File: config.mk
export PLATFORM = sky130hd
export DESIGN_NAME = seg_scan_ctrl
export DESIGN_NICKNAME = d
export VERILOG_FILES = /design/src/rtl/seg_pkg.sv /design/src/rtl/seg_hex_decoder.sv /design/src/rtl/seg_scan_ctrl.sv
export SDC_FILE = /design/constraint.sdc
export NUM_CORES = 1
export LEC_CHECK = 0
export BUFFER_PORTS_ARGS = -buffer_cell sky130_fd_sc_hd__buf_4
export CAP_MARGIN = 20
export CORE_MARGIN = 5
export CORE_UTILIZATION = 41
export CTS_CLUSTER_DIAMETER = 120
export CTS_CLUSTER_SIZE = 24
export DETAILED_ROUTE_END_ITERATION = 10
export HOLD_SLACK_MARGIN = 0.12
export PLACE_DENSITY = 0.71
export SLEW_MARGIN = 25
export SYNTH_ARGS = -nofsm -noshare
export SYNTH_HDL_FRONTEND = slang
export SYNTH_SLANG_ARGS = --single-unit
export TNS_END_PERCENT = 5
File: constraint.sdc
create_clock -name clk_in -period 4.1 [get_ports clk_in]
set_input_delay 0 -clock clk_in [delete_from_list [all_inputs] [get_ports clk_in]]
set_output_delay 0 -clock clk_in [all_outputs]
set_load 0.01 [all_outputs]
File: src/rtl/seg_pkg.sv
// Shared types and constants for the multiplexed 4-digit 7-segment scan logic.
// Segment patterns are active-high {g,f,e,d,c,b,a}; digit selects are one-hot, digit 0 = leftmost select bit.
package seg_pkg;

  typedef enum logic [1:0] {
    IDLE,
    BLANK,
    LIT,
    DARK
  } scan_state_t;

  // Index 0 is the rightmost digit, which is wired to cc[3].
  localparam logic [3:0][3:0] CC_ONEHOT = {4'b0001, 4'b0010, 4'b0100, 4'b1000};

  // Hex glyphs, entry 15 first: F E d C b A 9 8 7 6 5 4 3 2 1 0.
  localparam logic [15:0][6:0] SEG_HEX = {
    7'h71, 7'h79, 7'h5E, 7'h39, 7'h7C, 7'h77, 7'h6F, 7'h7F,
    7'h07, 7'h7D, 7'h6D, 7'h66, 7'h4F, 7'h5B, 7'h06, 7'h3F
  };

  function automatic logic [3:0] cc_onehot(input logic [1:0] idx);
    return CC_ONEHOT[idx];
  endfunction

endpackage

File: src/rtl/seg_hex_decoder.sv
// Hex digit plus decimal point to active-high {dp,g..a} segment lines.
// Purely combinational, zero latency, no flow control.
module seg_hex_decoder
  import seg_pkg::*;
(
  input  logic [3:0] value,
  input  logic       dp,
  output logic [7:0] seg
);

  assign seg = {dp, SEG_HEX[value]};

endmodule

File: src/rtl/seg_scan_ctrl.sv
// Scan scheduler: double-buffered digits, blank/lit/dark slot timing, frame-aligned commit.
// cc/seg_out registered (1 cycle after state); writes stall via wr_ready while a commit is pending.
module seg_scan_ctrl
  import seg_pkg::*;
#(
  parameter int SCAN_DIV  = 250000,
  parameter int BLANK_CYC = 1000
) (
  input  logic       clk_in,
  input  logic       rst,
  input  logic       disp_en,
  input  logic [3:0] bright,
  input  logic       wr_valid,
  output logic       wr_ready,
  input  logic [1:0] wr_addr,
  input  logic [3:0] wr_data,
  input  logic       wr_dp,
  input  logic       upd_req,
  output logic       upd_pending,
  output logic       frame_done,
  output logic [3:0] cc,
  output logic [7:0] seg_out
);

  localparam int STEP  = (SCAN_DIV - BLANK_CYC) / 16;
  localparam int CNT_W = $clog2(SCAN_DIV);

  localparam logic [CNT_W-1:0] CNT_LAST   = CNT_W'(SCAN_DIV - 1);
  localparam logic [CNT_W-1:0] BLANK_LAST = CNT_W'(BLANK_CYC - 1);
  localparam logic [CNT_W-1:0] BLANK_W    = CNT_W'(BLANK_CYC);
  localparam logic [CNT_W-1:0] STEP_W     = CNT_W'(STEP);

  scan_state_t      state, state_nxt;
  logic [CNT_W-1:0] slot_cnt, slot_nxt;
  logic [1:0]       dig_idx, dig_nxt;
  logic [3:0]       bright_q, bright_nxt, bright_eff;
  logic [CNT_W-1:0] lit_last;
  logic             slot_end;

  logic [3:0][4:0]  staging;
  logic [3:0][4:0]  display;
  logic [4:0]       cur_digit;
  logic [7:0]       dec_seg;
  logic [3:0]       cc_d;
  logic [7:0]       seg_d;

  assign slot_end   = (slot_cnt == CNT_LAST);
  assign frame_done = (state != IDLE) && (dig_idx == 2'd3) && slot_end;
  assign wr_ready   = ~upd_pending;
  assign lit_last   = BLANK_W + CNT_W'(bright_q) * STEP_W - CNT_W'(1);
  // With a one-cycle blank the sample cycle is also the decision cycle.
  assign bright_eff = (slot_cnt == '0) ? bright : bright_q;

  always_ff @(posedge clk_in) begin
    if (rst) begin
      state    <= IDLE;
      slot_cnt <= '0;
      dig_idx  <= 2'd0;
      bright_q <= 4'd0;
    end else begin
      state    <= state_nxt;
      slot_cnt <= slot_nxt;
      dig_idx  <= dig_nxt;
      bright_q <= bright_nxt;
    end
  end

  always_comb begin
    state_nxt  = state;
    slot_nxt   = slot_cnt;
    dig_nxt    = dig_idx;
    bright_nxt = bright_q;
    if (!disp_en) begin
      state_nxt = IDLE;
      slot_nxt  = '0;
      dig_nxt   = 2'd0;
    end else if (state == IDLE) begin
      state_nxt = BLANK;
      slot_nxt  = '0;
      dig_nxt   = 2'd0;
    end else if (slot_end) begin
      state_nxt = BLANK;
      slot_nxt  = '0;
      dig_nxt   = dig_idx + 2'd1;
    end else begin
      slot_nxt = slot_cnt + CNT_W'(1);
      case (state)
        BLANK: begin
          if (slot_cnt == '0) bright_nxt = bright;
          if (slot_cnt == BLANK_LAST) state_nxt = (bright_eff != 4'd0) ? LIT : DARK;
        end
        LIT: begin
          if (slot_cnt == lit_last) state_nxt = DARK;
        end
        default: ;
      endcase
    end
  end

  assign cur_digit = display[dig_idx];

  seg_hex_decoder u_dec (
    .value (cur_digit[3:0]),
    .dp    (cur_digit[4]),
    .seg   (dec_seg)
  );

  // Gating with disp_en blanks the pins on the same edge that drops to IDLE.
  always_comb begin
    cc_d  = 4'b0000;
    seg_d = 8'h00;
    if (disp_en && (state == LIT)) begin
      cc_d  = cc_onehot(dig_idx);
      seg_d = dec_seg;
    end
  end

  always_ff @(posedge clk_in) begin
    if (rst) begin
      staging     <= '0;
      display     <= '0;
      upd_pending <= 1'b0;
      cc          <= 4'b0000;
      seg_out     <= 8'h00;
    end else begin
      if (wr_valid && wr_ready) staging[wr_addr] <= {wr_dp, wr_data};
      // A request landing on the commit edge re-arms for the next frame.
      if (frame_done && upd_pending) begin
        display     <= staging;
        upd_pending <= upd_req;
      end else if (upd_req) begin
        upd_pending <= 1'b1;
      end
      cc      <= cc_d;
      seg_out <= seg_d;
    end
  end

endmodule

* Yosys cells after proc, flatten, opt, wreduce, memory -nomap -nowiden
Memories as Yosys holds them, arrays and structs flattened. A register that Yosys moved wholly into a read port is not among the register bits.
Cells that the tools add are included.
** Word-level totals
- Bits in read-only memories :: 112
- Memories kept :: 1
- Output and inout port bits :: 15
- Bits in latches :: 0
- Register bits after elaboration :: 79
- Word-level logic and storage cells :: 78
- Memory bits (writable) :: 0
** Operators by class
- Reduce and logical (&&, ||, !) cells :: 20
- Div/mod/pow operators :: 0
- Magnitude comparators :: 4
- Multiply operators :: 1
- Bitwise gates (word level) :: 5
- Shifts and indexed selects :: 0
- Mux-type cells :: 17
- Equal/unequal tests :: 10
- Add/subtract/negate cells :: 4
** Memory list
- (no name shown) :: words 16, bits a word 7, read ports 1, clocked after memory_dff 1, write ports 0, RTL line seg_hex_decoder.sv:11 : assign seg = {dp, SEG_HEX[value]};
** Operator list (count)
- bitwise mux 20 bit :: 1
- adder 10 x 18 -> 18 bit, first input constant :: 1
- adder 18 x 1 -> 18 bit, second input constant :: 1
- == test 18 x 10 -> 1 bit, second input constant :: 1
- == test 18 bit :: 1
- == test 18 bit, second input constant :: 1
- logical NOT 18 bit :: 1
- subtractor 18 x 1 -> 18 bit, second input constant :: 1
- multiplier 4 x 13 -> 17 bit, second input constant :: 1
- binary-select mux 5 bit (select 2 bit) :: 1
- demux 5 bit (select 2 bit) :: 1
- two-way mux 5 bit :: 2
- binary-select mux 4 bit (select 2 bit) :: 1
- two-way mux 4 bit :: 2
- inequality test 4 bit, second input constant :: 2
- nonzero test 4 bit :: 2
- two-way mux 7 bit :: 1
- logical AND 1 bit :: 6
- < comparator 2 x 3 -> 1 bit, second input constant :: 2
- AND reduction 3 bit :: 2
- nonzero test 2 bit :: 3
- < comparator 4 x 5 -> 1 bit, second input constant :: 1
- two-way mux 1 bit :: 5
- inverter 1 bit :: 5
- 12 further kinds :: 16

* Depth between registers and ports, before layout
Gate-level depths: netlist (run 1).
- Depth in word-level cells :: 8
- Mapped depth :: 15
- Gate-level depth less buffers :: 14

* Hierarchy
From an unflattened synthesis (run 1), not the netlist that was laid out.
** Unflattened totals
- Cell total of the unflattened synthesis :: 572
- Area, all modules :: 5051.1 sq um
** By module, submodules not included
- seg_scan_ctrl :: times used 1, cells each 538, area each 4748.3 sq um, sequential area each 1581.5 sq um
- seg_hex_decoder :: times used 1, cells each 34, area each 302.8 sq um, sequential area each 0.0 sq um

* Worst setup path after synthesis (run 1)
Ideal clock, no wire load.
- Kind :: reg-to-reg
- From :: register bright_q[2]
- To :: register state[0]
- Clock period less this slack :: 3797 ps
- Path buffers :: 0
- Arrival :: 3666 ps
- Setup time :: 131 ps
- Setup slack :: 303 ps
- Stages on the path, launching flop included :: 14
- Path through :: dfxtp_1 fa_1 xor2_1 ha_1 ha_1 and3_1 and4_1 a2111oi_2 xnor2_1 inv_1 or4_4 a31o_1 o31ai_2 o21ai_2
** On the way
- Word-level cells in the longest chain between the ends :: 7
** Ends and longest elaborated chain
- from (decl) :: RTL line seg_scan_ctrl.sv:36 : logic [3:0] bright_q, bright_nxt, bright_eff;
- from (signal assigned) :: RTL line seg_scan_ctrl.sv:64 : bright_q <= bright_nxt;
- parallel branches: the longest is 7 deep, another holds adder 10 x 18 -> 18 bit
- to (signal assigned) :: RTL line seg_scan_ctrl.sv:61 : state <= state_nxt;
- to (decl) :: RTL line seg_scan_ctrl.sv:33 : scan_state_t state, state_nxt;
Several ways; the timed one is not identified. The select of a mux whose other input is x is not followed.
A chain may end at the register's enable or synchronous reset.

* Worst setup path after layout (run 1)
- From :: register bright_q[3]
- To :: register state[0]
Same word-level chain as after synthesis.

==> metrics.md, run 1 <==
| Metric | Value |
|---|---|
| Final period util | `95.4%` |
| Synth unique cells | `66` |
| Worst Max-Slew Pin Slew | `0.737 ns` |
| Busiest grt layer | `met2` |
| Fillers | `1049` |
| CTS clock-pin slew for the worst setup and hold paths | `0.07 ns` |
| Total power | `1.79 mW` |
| Hold Crit Depth | `4` |
| Crit path DAT | `4.12 ns` |
| Multi-input logic area | `3100 um2` |
| Clock Tree Buf Depth | `2` |
| Vias in the first global route | `4073` |
| Final setup fails | `0` |
| H-tree depth | `3` |
| Area grow syn2layout | `18.1%` |
| Final std cells w/o fill | `755` |
| CTS buffer count | `9` |
| IR Drop Worst-Case VDD | `0.000153 V` |
| DRC Markers | `0` |
| Status | `completed` |
| DRT iter0 DRCs | `278` |
| CTS sink count | `79` |
| Total track usage | `15.7%` |
| Critical path required time | `4.31 ns` |
| Hold Path Class | `in2reg` |
| Row cnt | `39` |
| Setup slack, reg-to-reg | `0.19 ns` |
| Max-cap violations | `0` |
| Top Ports | `31` |
| Grt ovf | `0` |
| Via count | `4121` |
| Critical path fanouts, max | `8` |
| GR Util met1 | `21.0%` |
| Post-synth EDFFs | `0` |
| Sequential power share | `43.7%` |
| Clock latency on the worst-skew pair | `0.33 ns` |
| Post-CTS Setup Bufs | `0` |
| Inst Count DP | `721` |
| Crit end category | `flop` |
| Met3 Use GR | `2.09%` |
| Global-route wire length before repair | `18800 um` |
| Comb pwr share | `6.3%` |
| Die W | `119 um` |
| Fmax | `0.256 GHz` |
| Nets | `664` |
| Register area share after synthesis | `32.5%` |
| Initial antenna violation count | `0` |
| Met2 Usage GRT | `26.0%` |
| N_diodes | `0` |
| Core Region | `11500 um2` |
| Pin count of the biggest net entering global routing | `47` |
| Switch Pwr | `0.396 mW` |
| Slew headroom | `50.9%` |
| Post-Syn Area | `4860 um2` |
| Avg WL per Cell | `14.9 um` |
| Register Area | `1580 um2` |
| CP Launch Type | `flop` |
| #FFs+latches synth | `79` |
| RSZ-0062 raised after global routing | `no` |
| Int Power | `1.39 mW` |
| CTS tree | `yes` |
| Post-route setup TNS | `0 ns` |
| Reg2Reg Depth | `13` |
| IO buf count | `30` |
| Post-DRT Antenna Nets | `0` |
| Layout cells sized above 1 | `12.4%` |
| Synth warn | `0` |
| Power Density | `311 nW/um2` |
| Max-slew violations | `0` |
| Crit path kind | `reg2reg` |
| Die area | `14100 um2` |
| Root Buffer | `clkbuf_16` |
| DP Wirelength | `8390 um` |
| Pleak | `2.45 nW` |
| Async S/R FF share, synth | `0%` |
| Post-layout minimum cycle time | `3.91 ns` |
| Routability-driven placement congestion ratio | `0.879` |
| Fin Clk Skew | `0.0108 ns` |
| Clock share of power | `50.0%` |
| Syn_nets | `624` |
| Final wirelength | `11300 um` |
| Chip Height | `119 um` |
| Avg Inst Size Synth | `8.58 um2` |
| Drt via density | `5.46` |
| Post-synth top flop | `dfxtp_1` |
| Switching part of the total | `22.2%` |
| Final Hold Fails | `0` |
| Detailed Routing Iterations Pass 1 | `5` |
| Cells after Synth | `567` |
| Starting Density | `42.2%` |
==> placed cells by master (no fill, tap or decap), types with 16 or more instances in the layout <==
cell,instances
nor2_1,71
inv_1,22
buf_4,37
mux2i_1,29
xor2_1,28
ha_1,39
dlygate4sd3_1,18
dfxtp_1,78
a21oi_1,35
nand2_1,64
xnor2_1,18
nand3_1,16
==> per-layer routing <==
metal	wire, um	share of wire, %
met3	411	3.7
met5	0	0
met4	206	1.8
met2	5340	47
met1	5300	47
==> final cells by class <==
cell class | instances | area share [%]
clock buffers | 10 | 4.16
repair buffers | 55 | 7.98
multi-input cells | 440 | 54.0
inverters | 22 | 1.44
clock inverters | 6 | 1.70
flip-flops and latches | 79 | 27.6
well taps | 143 | 3.12
==> critical path, cell delays in order, from the launching register on <==
cell and delay, ns:
dfxtp_2 0.41, fa_1 0.50, xor2_1 0.19, ha_1 0.28, ha_1 0.37, and3_1 0.20, and4_1 0.23, a2111oi_1 0.45
nor3_1 0.13, xnor2_1 0.31, or3_1 0.18, a21oi_2 0.06, o31ai_2 0.38, o21ai_2 0.09
==> what timing repair did <==
item	in CTS	in global routing
hold endpoints to repair	39	0
setup endpoints to repair	0	2
hold buffers	18	0
resized for setup	0	2
==> cell families after synthesis <==
logic type / share of synthesized area [%]
buffers and inverters: 3.70
XOR/XNOR: 9.54
AND/OR/NAND/NOR: 22.3
AO/OA/AOI/OAI: 12.9
flip-flops: 32.5
multiplexers: 8.13
adder cells (fa/ha/maj): 10.9
==> cell usage after synthesis (3+ instances only) <==
master | count | area (um2)
o21ai_0 | 11 | 55.1
dfxtp_1 | 79 | 1580
and3_1 | 7 | 43.8
xnor2_1 | 18 | 158
nor2_1 | 71 | 267
mux2i_1 | 29 | 290
a21o_1 | 3 | 22.5
a22oi_1 | 3 | 22.5
nor3_1 | 7 | 35.0
nand4_1 | 7 | 43.8
a21oi_1 | 35 | 175
ha_1 | 39 | 488
nand2_1 | 64 | 240
nand2b_1 | 10 | 62.6
nor3b_1 | 3 | 22.5
a221oi_1 | 3 | 26.3
inv_1 | 22 | 82.6
a211o_1 | 3 | 26.3
mux4_2 | 4 | 90.1
and2_1 | 5 | 31.3
nor4_1 | 4 | 25.0
clkbuf_1 | 25 | 93.8
or3_1 | 5 | 31.3
or4_1 | 5 | 37.5
nand3_1 | 16 | 80.1
a211oi_1 | 3 | 22.5
xor2_1 | 28 | 245
a31oi_1 | 3 | 18.8
and4_1 | 3 | 26.3
nor2b_1 | 3 | 18.8
==> registers in the layout, indices dropped and copies added (netlist names) <==
name         cells
dig_idx          2
upd_pending      1
display         20
cc               4
slot_cnt        18
staging         20
seg_out          8
bright_q         4
state            2
==> through the flow <==
step | hold slack, ns | util, % | setup slack, ns | cell area, um2
5_1_grt | 0.215 | 49.9 | 0.0115 | 5740
2_1_floorplan | 0.117 | - | 0.303 | 4860
4_1_cts | 0.179 | 49.8 | 0.0251 | 5740
6_report | 0.181 | 49.9 | 0.189 | 5740
3_3_place_gp | 0.206 | 45.3 | 0.220 | 5220
3_5_place_dp | 0.213 | 45.3 | 0.0267 | 5220
==> worst paths after layout <==
path | startpoint | end
setup / recovery | bright_q[3] | state[0]
hold / removal | disp_en | dig_idx[0]
setup reg to reg | bright_q[3] | state[0]
hold reg to reg | display[8] | display[8]
==> power by group through the flow <==
stage / clock network, mW / registers (mW) / logic (mW)
finish: 0.893 / 0.781 / 0.112
global route: 0.939 / 0.782 / 0.122
CTS: 0.908 / 0.781 / 0.111
detailed placement: 0 / 0.798 / 0.100
global placement: 0 / 0.798 / 0.0976
floorplan: 0 / 0.798 / 0.0664
No activity file was read; power rests on OpenSTA's default activity.
==> inputs of run 2 (changes only) <==
--- a/config.mk
+++ b/config.mk
@@ -13,9 +13,10 @@
 export CTS_CLUSTER_SIZE = 24
 export DETAILED_ROUTE_END_ITERATION = 10
 export HOLD_SLACK_MARGIN = 0.12
-export PLACE_DENSITY = 0.71
+export PLACE_DENSITY = 0.69
 export SLEW_MARGIN = 25
 export SYNTH_ARGS = -nofsm -noshare
 export SYNTH_HDL_FRONTEND = slang
+export SYNTH_HIERARCHICAL = 1
 export SYNTH_SLANG_ARGS = --single-unit
 export TNS_END_PERCENT = 5
==> constraint.sdc (replaced) <==
create_clock -name clk_in -period 3.9 [get_ports clk_in]
set_input_delay 0 -clock clk_in [delete_from_list [all_inputs] [get_ports clk_in]]
set_output_delay 0 -clock clk_in [all_outputs]
set_load 0.01 [all_outputs]
==> run 2 against run 1 <==
  * Worst hold slack worse by 0.0020 ns
  * Final area increased by 7.1%
  * Non-clock buffer count grew 12
  * Sequential share of layout area shrank 1.8 points
  * Clock power down 9.5%
  * Clock-buffer cell count decreased by 1
  * Sequential cell count unchanged
  * Routed wire length up 2.8%
  * First-iteration DRC count up 10%
  * Die area grew 3.5%
  * Sequential power rose by 5.0%
  * Largest cell class unchanged
==> metrics.md, run 2 <==
| Metric | Value |
|---|---|
| Post-Syn Area | `5050 um2 (was 4860 um2)` |
| Nets | `675 (was 664)` |
| Slew headroom | `53.1% (was 50.9%)` |
| IR Drop Worst-Case VDD | `0.000239 V (was 0.000153 V)` |
| Critical path fanouts, max | `6 (was 8)` |
| Post-DRT Antenna Nets | `0 (unchanged)` |
| Final Hold Fails | `0 (unchanged)` |
| Drt via density | `5.38 (was 5.46)` |
| Synth top area share | `31.3% (was 32.5%)` |
| Worst Max-Slew Pin Slew | `0.703 ns (was 0.737 ns)` |
| Avg Inst Size Synth | `8.83 um2 (was 8.58 um2)` |
| Slowest cell on the critical path | `fa_1 (unchanged)` |
| Initial antenna violation count | `0 (unchanged)` |
| Largest registers | `display x20, staging x20, slot_cnt x18 (unchanged)` |
| Cells after Synth | `572 (was 567)` |
| Final setup fails | `0 (unchanged)` |
| Total power | `1.76 mW (was 1.79 mW)` |
| Crit path DAT | `4.06 ns (was 4.12 ns)` |
| N_diodes | `0 (unchanged)` |
| Worst setup path endpoint | `state[1] (was state[0])` |
| Post-layout minimum cycle time | `3.79 ns (was 3.91 ns)` |
| Via count | `4254 (was 4121)` |
| CP Launch Type | `flop (unchanged)` |
| Root Buffer | `clkbuf_16 (unchanged)` |
| Status | `completed (unchanged)` |
| Starting Density | `41.9% (was 42.2%)` |
| Final Instance Area | `6150 um2 (was 5740 um2)` |
| Layout cells sized above 1 | `19.4% (was 12.4%)` |
| Most frequent cells in the layout | `77 x dfxtp_1, 60 x nand2_1, 59 x nor2_1 (was 78 x dfxtp_1, 71 x nor2_1, 64 x nand2_1)` |
| Routed wl met3 | `478 um (was 411 um)` |
| Met1 WL | `5570 um (was 5300 um)` |
| Inst Count DP | `754 (was 721)` |
| Crit path kind | `reg2reg (unchanged)` |
| CTS buffer count | `9 (unchanged)` |
| Pleak | `2.52 nW (was 2.45 nW)` |
| Routability-driven placement congestion ratio | `0.890 (was 0.879)` |
| Synth top area cells | `dfxtp_1 31%, ha_1 9.7%, mux2i_1 5.7% (was dfxtp_1 33%, ha_1 10%, mux2i_1 6.0%)` |
| Post-synth top flop | `dfxtp_1 (unchanged)` |
| CP Launch Point | `bright_q[1] (was bright_q[3])` |
| Core Region | `12100 um2 (was 11500 um2)` |
| Met2 wire length | `5320 um (was 5340 um)` |
| Fin Clk Skew | `0.00821 ns (was 0.0108 ns)` |
| Die area | `14600 um2 (was 14100 um2)` |
| Die W | `121 um (was 119 um)` |
| Worst reg2reg startpoint | `bright_q[1] (was bright_q[3])` |
| Clock Tree Buf Depth | `2 (unchanged)` |
| Final std cells w/o fill | `791 (was 755)` |
| Reg2Reg Depth | `14 (was 13)` |
| Grt ovf | `0 (unchanged)` |
| Total track usage | `15.7% (about the same)` |
| Commonest non-fill, non-tap cell in the layout | `dfxtp_1 (unchanged)` |
| Hold Crit Depth | `5 (was 4)` |
| DP Wirelength | `8540 um (was 8390 um)` |
| CTS sink count | `79 (unchanged)` |
| Vias in the first global route | `4062 (was 4073)` |
| Commonest cells post-synth | `79 x dfxtp_1, 60 x nand2_1, 59 x nor2_1, 39 x ha_1, 35 x a21oi_1 (was 79 x dfxtp_1, 71 x nor2_1, 64 x nand2_1, 39 x ha_1, 35 x a21oi_1)` |
| Hold Path Class | `in2reg (unchanged)` |
| Pin count of the biggest net entering global routing | `47 (unchanged)` |
| Final period util | `97.2% (was 95.4%)` |
| Synth warn | `6 (was 0)` |
| Avg WL per Cell | `14.6 um (was 14.9 um)` |
| Setup slack, reg-to-reg | `0.11 ns (was 0.19 ns)` |
| CTS clock-pin slew for the worst setup and hold paths | `0.07 ns (about the same)` |
| Top-count cell post-synth | `dfxtp_1 (unchanged)` |
| Critical path required time | `4.16 ns (was 4.31 ns)` |
| Area grow syn2layout | `21.8% (was 18.1%)` |
| Chip Height | `121 um (was 119 um)` |
| Top Ports | `31 (unchanged)` |
| Worst-path cell chain | `fa_1 -> xor2_1 -> ha_1 -> ha_4 -> buf_6 -> a21oi_4 -> o21ai_2 -> a41oi_2 -> xnor2_2 -> nor4_4 -> mux2_4 -> a2111oi_4 -> o221ai_2 -> a31oi_1 (was fa_1 -> xor2_1 -> ha_1 -> ha_1 -> and3_1 -> and4_1 -> a2111oi_1 -> nor3_1 -> xnor2_1 -> or3_1 -> a21oi_2 -> o31ai_2 -> o21ai_2)` |
| Row cnt | `40 (was 39)` |
| Top Layer Used | `met4 (unchanged)` |
| Async S/R FF share, synth | `0% (unchanged)` |
| Register area share after synthesis | `31.3% (was 32.5%)` |
| Fmax | `0.264 GHz (was 0.256 GHz)` |
| DRC Markers | `0 (unchanged)` |
| Max-cap violations | `0 (unchanged)` |
| Synth unique cells | `79 (was 66)` |
| Leading area contributor after synthesis | `dfxtp_1 (unchanged)` |
| Power Density | `285 nW/um2 (was 311 nW/um2)` |
| Syn_nets | `629 (was 624)` |
| Setup ws final | `0.108 ns (was 0.189 ns)` |
| DRT iter0 DRCs | `307 (was 278)` |
| Final wirelength | `11600 um (was 11300 um)` |
| Reg-to-Reg End | `state[1] (was state[0])` |
| Global-route wire length before repair | `19000 um (was 18800 um)` |
| Dpl cell area | `5460 um2 (was 5220 um2)` |
| CTS tree | `yes (unchanged)` |
| IO buf count | `30 (unchanged)` |
| H-tree depth | `3 (unchanged)` |
| Detailed Routing Iterations Pass 1 | `5 (unchanged)` |
| #FFs+latches synth | `79 (unchanged)` |
| Pre-CTS setup slack | `-0.0829 ns (was 0.0267 ns)` |
| Max-slew violations | `0 (unchanged)` |
| Clock latency on the worst-skew pair | `0.34 ns (was 0.33 ns)` |
| Max stage delay on crit path | `0.57 ns (was 0.50 ns)` |
| Post-synth EDFFs | `0 (unchanged)` |
| Crit end category | `flop (unchanged)` |
## run 2: cell count changes in the layout (fill, tap and decap cells not counted), moves of 4 or more
cell and change:
xor2_1 -10, nand3_1 -4, nand2_1 -4, nand2b_1 -4, nand4_1 +4, buf_4 +13, and2_1 -4, nor2_1 -12
a211oi_1 +5
## run 2: routing by layer
metal / vias to the layer above / track usage [%]
met5: - / 0
met4: 0 / 5.10
met3: 20 / 3.26
met2: 89 / 24.8
met1: 2031 / 21.4
li1: 2114 / -
## run 2: where the power goes
part / switching, mW / internal (mW) / leakage, nW
registers: 0.00587 / 0.814 / 0.639
clock network: 0.364 / 0.444 / 0.139
logic: 0.0677 / 0.0595 / 1.74
total: 0.437 / 1.32 / 2.52
## run 2: through the flow
step	utilization (%)	hold slack [ns]	setup TNS, ns
floorplan	-	0.117	0
global placement	45.2	0.205	0
detailed placement	45.2	0.210	-0.101
CTS	49.6	0.178	0
global route	51.0	0.218	-0.0595
finish	51.0	0.179	0
## run 2: cell type report
| type | count | area (um2) |
|---|---|---|
| tap | 168 | 210 |
| multi-input combinational | 438 | 3430 |
| clock buffer | 9 | 225 |
| clock inverter | 7 | 62.6 |
| inverter | 23 | 86.3 |
| fill | 1103 | 5910 |
| sequential | 79 | 1590 |
| timing repair buffer | 67 | 547 |
## run 2: critical path: cells and delay by family (launching register included)
kind | cells | cell delay (ns)
xor+xnor | 2 | 0.32
buf+inv | 1 | 0.13
flops | 1 | 0.33
mux | 1 | 0.34
fa+ha+maj | 3 | 1.09
simple gates | 1 | 0.35
compound gates | 6 | 1.16
## run 2: cell families after synthesis
logic type                 share of synthesized area [%]
AOI/OAI and AO/OA                                   14.1
xor gates and xnor gates                            8.89
adders and majority gates                           10.5
buffers and inverters                               4.68
DFF                                                 31.3
muxes                                               9.69
and+or+nand+nor                                     20.8
## run 2: how the worst min path moves through the flow
stage | startpoint | end | slack (ns)
2_1_floorplan | upd_req | upd_pending | 0.12
3_3_place_gp | upd_req | upd_pending | 0.20
3_5_place_dp | upd_req | upd_pending | 0.21
4_1_cts | wr_addr[0] | staging[4] | 0.18
5_1_grt | wr_addr[1] | staging[1] | 0.22
6_report | wr_addr[1] | staging[4] | 0.18
## run 2: what timing repair did
| item | in CTS | in global routing |
|---|---|---|
| pin swaps | 5 | 17 |
| setup endpoints to repair | 2 | 2 |
| hold endpoints to repair | 39 | 0 |
| resized for setup | 11 | 24 |
| hold buffers | 16 | 0 |
| buffers inserted | 2 | 3 |
==> inputs of run 3 (changes only) <==
--- a/config.mk
+++ b/config.mk
@@ -13,7 +13,6 @@
 export CTS_CLUSTER_SIZE = 24
 export DETAILED_ROUTE_END_ITERATION = 10
 export HOLD_SLACK_MARGIN = 0.12
-export PLACE_DENSITY = 0.69
 export SLEW_MARGIN = 25
 export SYNTH_ARGS = -nofsm -noshare
 export SYNTH_HDL_FRONTEND = slang
==> run 3 against run 2 <==
  * Critical path depth is 2 lower
  * Register-to-register slack barely moved
  * Sequential share of layout area rose by 0.16 points
  * Critical endpoint unchanged
  * Largest power group unchanged
==> metrics.md, run 3 (same netlist as run 2, synthesis figures left out) <==
| Metric | Value |
|---|---|
| Crit path DAT | `4.08 ns (was 4.06 ns)` |
| Final wirelength | `11800 um (was 11600 um)` |
| Total track usage | `16.4% (was 15.7%)` |
| DP Wirelength | `8540 um (about the same)` |
| Final period util | `97.6% (was 97.2%)` |
| Nets | `679 (was 675)` |
| Area grow syn2layout | `20.8% (was 21.8%)` |
| CTS buffer count | `9 (unchanged)` |
| IO buf count | `30 (unchanged)` |
| Switch Pwr | `0.428 mW (was 0.437 mW)` |
| Drt via density | `5.27 (was 5.38)` |
| Clock share of power | `45.5% (was 46.0%)` |
| Max-cap violations | `0 (unchanged)` |
| Vias in the first global route | `3975 (was 4062)` |
| CP Launch Type | `flop (unchanged)` |
| Detailed Routing Iterations Pass 1 | `4 (was 5)` |
| Initial antenna violation count | `0 (unchanged)` |
| Starting Density | `41.9% (unchanged)` |
| Sequential power share | `47.2% (was 46.7%)` |
| Hold Path End | `staging[10] (was staging[4])` |
| Register Area | `1580 um2 (was 1590 um2)` |
| Post-DRT Antenna Nets | `0 (unchanged)` |
| Fin Clk Skew | `0.00874 ns (was 0.00821 ns)` |
| DRC Markers | `0 (unchanged)` |
| Grt ovf | `0 (unchanged)` |
| Pin count of the biggest net entering global routing | `47 (unchanged)` |
| CTS clock-pin slew for the worst setup and hold paths | `0.06 ns (was 0.07 ns)` |
| Slew headroom | `51.2% (was 53.1%)` |
| Fillers | `1123 (was 1103)` |
| Min-delay src | `wr_addr[0] (was wr_addr[1])` |
| Crit end category | `flop (unchanged)` |
| Hold Path Class | `in2reg (unchanged)` |
| Pre-CTS setup slack | `-0.00136 ns (was -0.0829 ns)` |
| Worst reg2reg startpoint | `bright_q[2] (was bright_q[1])` |
| CTS tree | `yes (unchanged)` |
| Fmax | `0.263 GHz (was 0.264 GHz)` |
| Critical path required time | `4.17 ns (was 4.16 ns)` |
| Chip Height | `121 um (unchanged)` |
| Most frequent cells in the layout | `78 x dfxtp_1, 59 x nor2_1, 59 x nand2_1 (was 77 x dfxtp_1, 60 x nand2_1, 59 x nor2_1)` |
| Root Buffer | `clkbuf_16 (unchanged)` |
| CTS sink count | `79 (unchanged)` |
| Largest registers | `display x20, staging x20, slot_cnt x18 (unchanged)` |
| Crit path kind | `reg2reg (unchanged)` |
| DRT iter0 DRCs | `216 (was 307)` |
| Status | `completed (unchanged)` |
| Clock Tree Buf Depth | `2 (unchanged)` |
| Routability-driven placement congestion ratio | `0.828 (was 0.890)` |
| Avg WL per Cell | `14.8 um (was 14.6 um)` |
| Final Hold Fails | `0 (unchanged)` |
| Row cnt | `40 (unchanged)` |
| Die W | `121 um (unchanged)` |
| Via count | `4188 (was 4254)` |
| Worst Max-Slew Pin Slew | `0.731 ns (was 0.703 ns)` |
| Global-route wire length before repair | `19400 um (was 19000 um)` |
| Clock latency on the worst-skew pair | `0.34 ns (about the same)` |
| H-tree depth | `3 (unchanged)` |
| Total power | `1.74 mW (was 1.76 mW)` |
| Core Region | `12100 um2 (unchanged)` |
| Setup ws final | `0.0938 ns (was 0.108 ns)` |
| Layout cells sized above 1 | `18.8% (was 19.4%)` |
| IR Drop Worst-Case VDD | `0.000296 V (was 0.000239 V)` |
| Top Ports | `31 (unchanged)` |
| Int Power | `1.31 mW (was 1.32 mW)` |
| Pleak | `2.51 nW (was 2.52 nW)` |
| Post-layout minimum cycle time | `3.81 ns (was 3.79 ns)` |
| Reg2Reg Depth | `12 (was 14)` |
| Final setup fails | `0 (unchanged)` |
| Die area | `14600 um2 (unchanged)` |
| N_diodes | `0 (unchanged)` |
| Switching part of the total | `24.6% (was 24.9%)` |
| Reg-to-Reg End | `state[1] (unchanged)` |
| RSZ-0062 raised after global routing | `yes` |
| Commonest non-fill, non-tap cell in the layout | `dfxtp_1 (unchanged)` |
| Power Density | `285 nW/um2 (about the same)` |
| Hold Crit Depth | `5 (unchanged)` |
| Multi-input logic area | `3360 um2 (was 3430 um2)` |
| Comb pwr share | `7.3% (was 7.2%)` |
| Critical path fanouts, max | `3 (was 6)` |
| Setup slack, reg-to-reg | `0.09 ns (was 0.11 ns)` |
| Max-slew violations | `0 (unchanged)` |
## run 3: how the worst max path moves through the flow
stage	start	slack, ns	endpoint	cells past startpoint
floorplan	bright_q[1]	0.007	state[1]	12
global placement	bright_q[1]	0.09	state[1]	12
detailed placement	bright_q[1]	-0.001	state[1]	14
CTS	bright_q[1]	0.0003	state[1]	14
global route	bright_q[2]	-0.09	state[0]	12
finish	bright_q[2]	0.09	state[1]	12
## run 3: cell type report
cell class	instances	area share [%]
Clock buffer	9	3.69
Sequential cell	79	25.9
Timing Repair Buffer	71	9.58
Tap cell	168	3.45
Multi-Input combinational cell	438	55.0
Inverter	23	1.42
Clock inverter	7	0.903
## run 3: worst max-delay path: stages, from the launching register on
cell,delay [ns]
dfxtp_2,0.33
fa_1,0.58
xor2_1,0.17
ha_1,0.26
ha_1,0.31
or2b_1,0.25
o22a_1,0.22
a311o_1,0.41
nor4_4,0.34
mux2_4,0.35
a2111oi_4,0.20
o221ai_2,0.16
a31oi_1,0.14
## run 3: metal layers
layer  global-route usage [%]  wire length [um]  part of all wire (%)  vias to the layer above
met5                        0                 0                     0                        -
met4                     4.60               136                   1.2                        0
met3                     3.82               382                   3.2                       13
met2                     24.6              5260                    45                       65
met1                     23.4              5990                    51                     1984
li1                         -                 -                     -                     2126
## run 3: timing repair
item                                   CTS  global route
pin swaps                                1            13
setup endpoints to repair                1             2
buffers inserted                         0             3
hold buffers                            19             0
resized for setup                        5            16
endpoints found under the hold margin   42             0
## run 3: stage by stage
| step | cells | utilization [%] | area (um2) | TNS [ns] | hold WS, ns |
|---|---|---|---|---|---|
| after global placement | 757 | 45.4 | 5480 | 0 | 0.209 |
| final | 795 | 50.6 | 6100 | 0 | 0.181 |
| after global routing | 795 | 50.6 | 6100 | -0.155 | 0.194 |
| after floorplan | 572 | - | 5050 | 0 | 0.117 |
| after CTS | 792 | 49.6 | 5980 | 0 | 0.171 |
| after detailed placement | 757 | 45.4 | 5480 | -0.00136 | 0.214 |
## run 3: power groups by stage
stage / clock network [mW] / registers, mW / logic [mW]
detailed placement: 0 / 0.839 / 0.109
finish: 0.792 / 0.821 / 0.127
CTS: 0.818 / 0.821 / 0.122
global route: 0.854 / 0.821 / 0.138
global placement: 0 / 0.839 / 0.108
floorplan: 0 / 0.838 / 0.0708
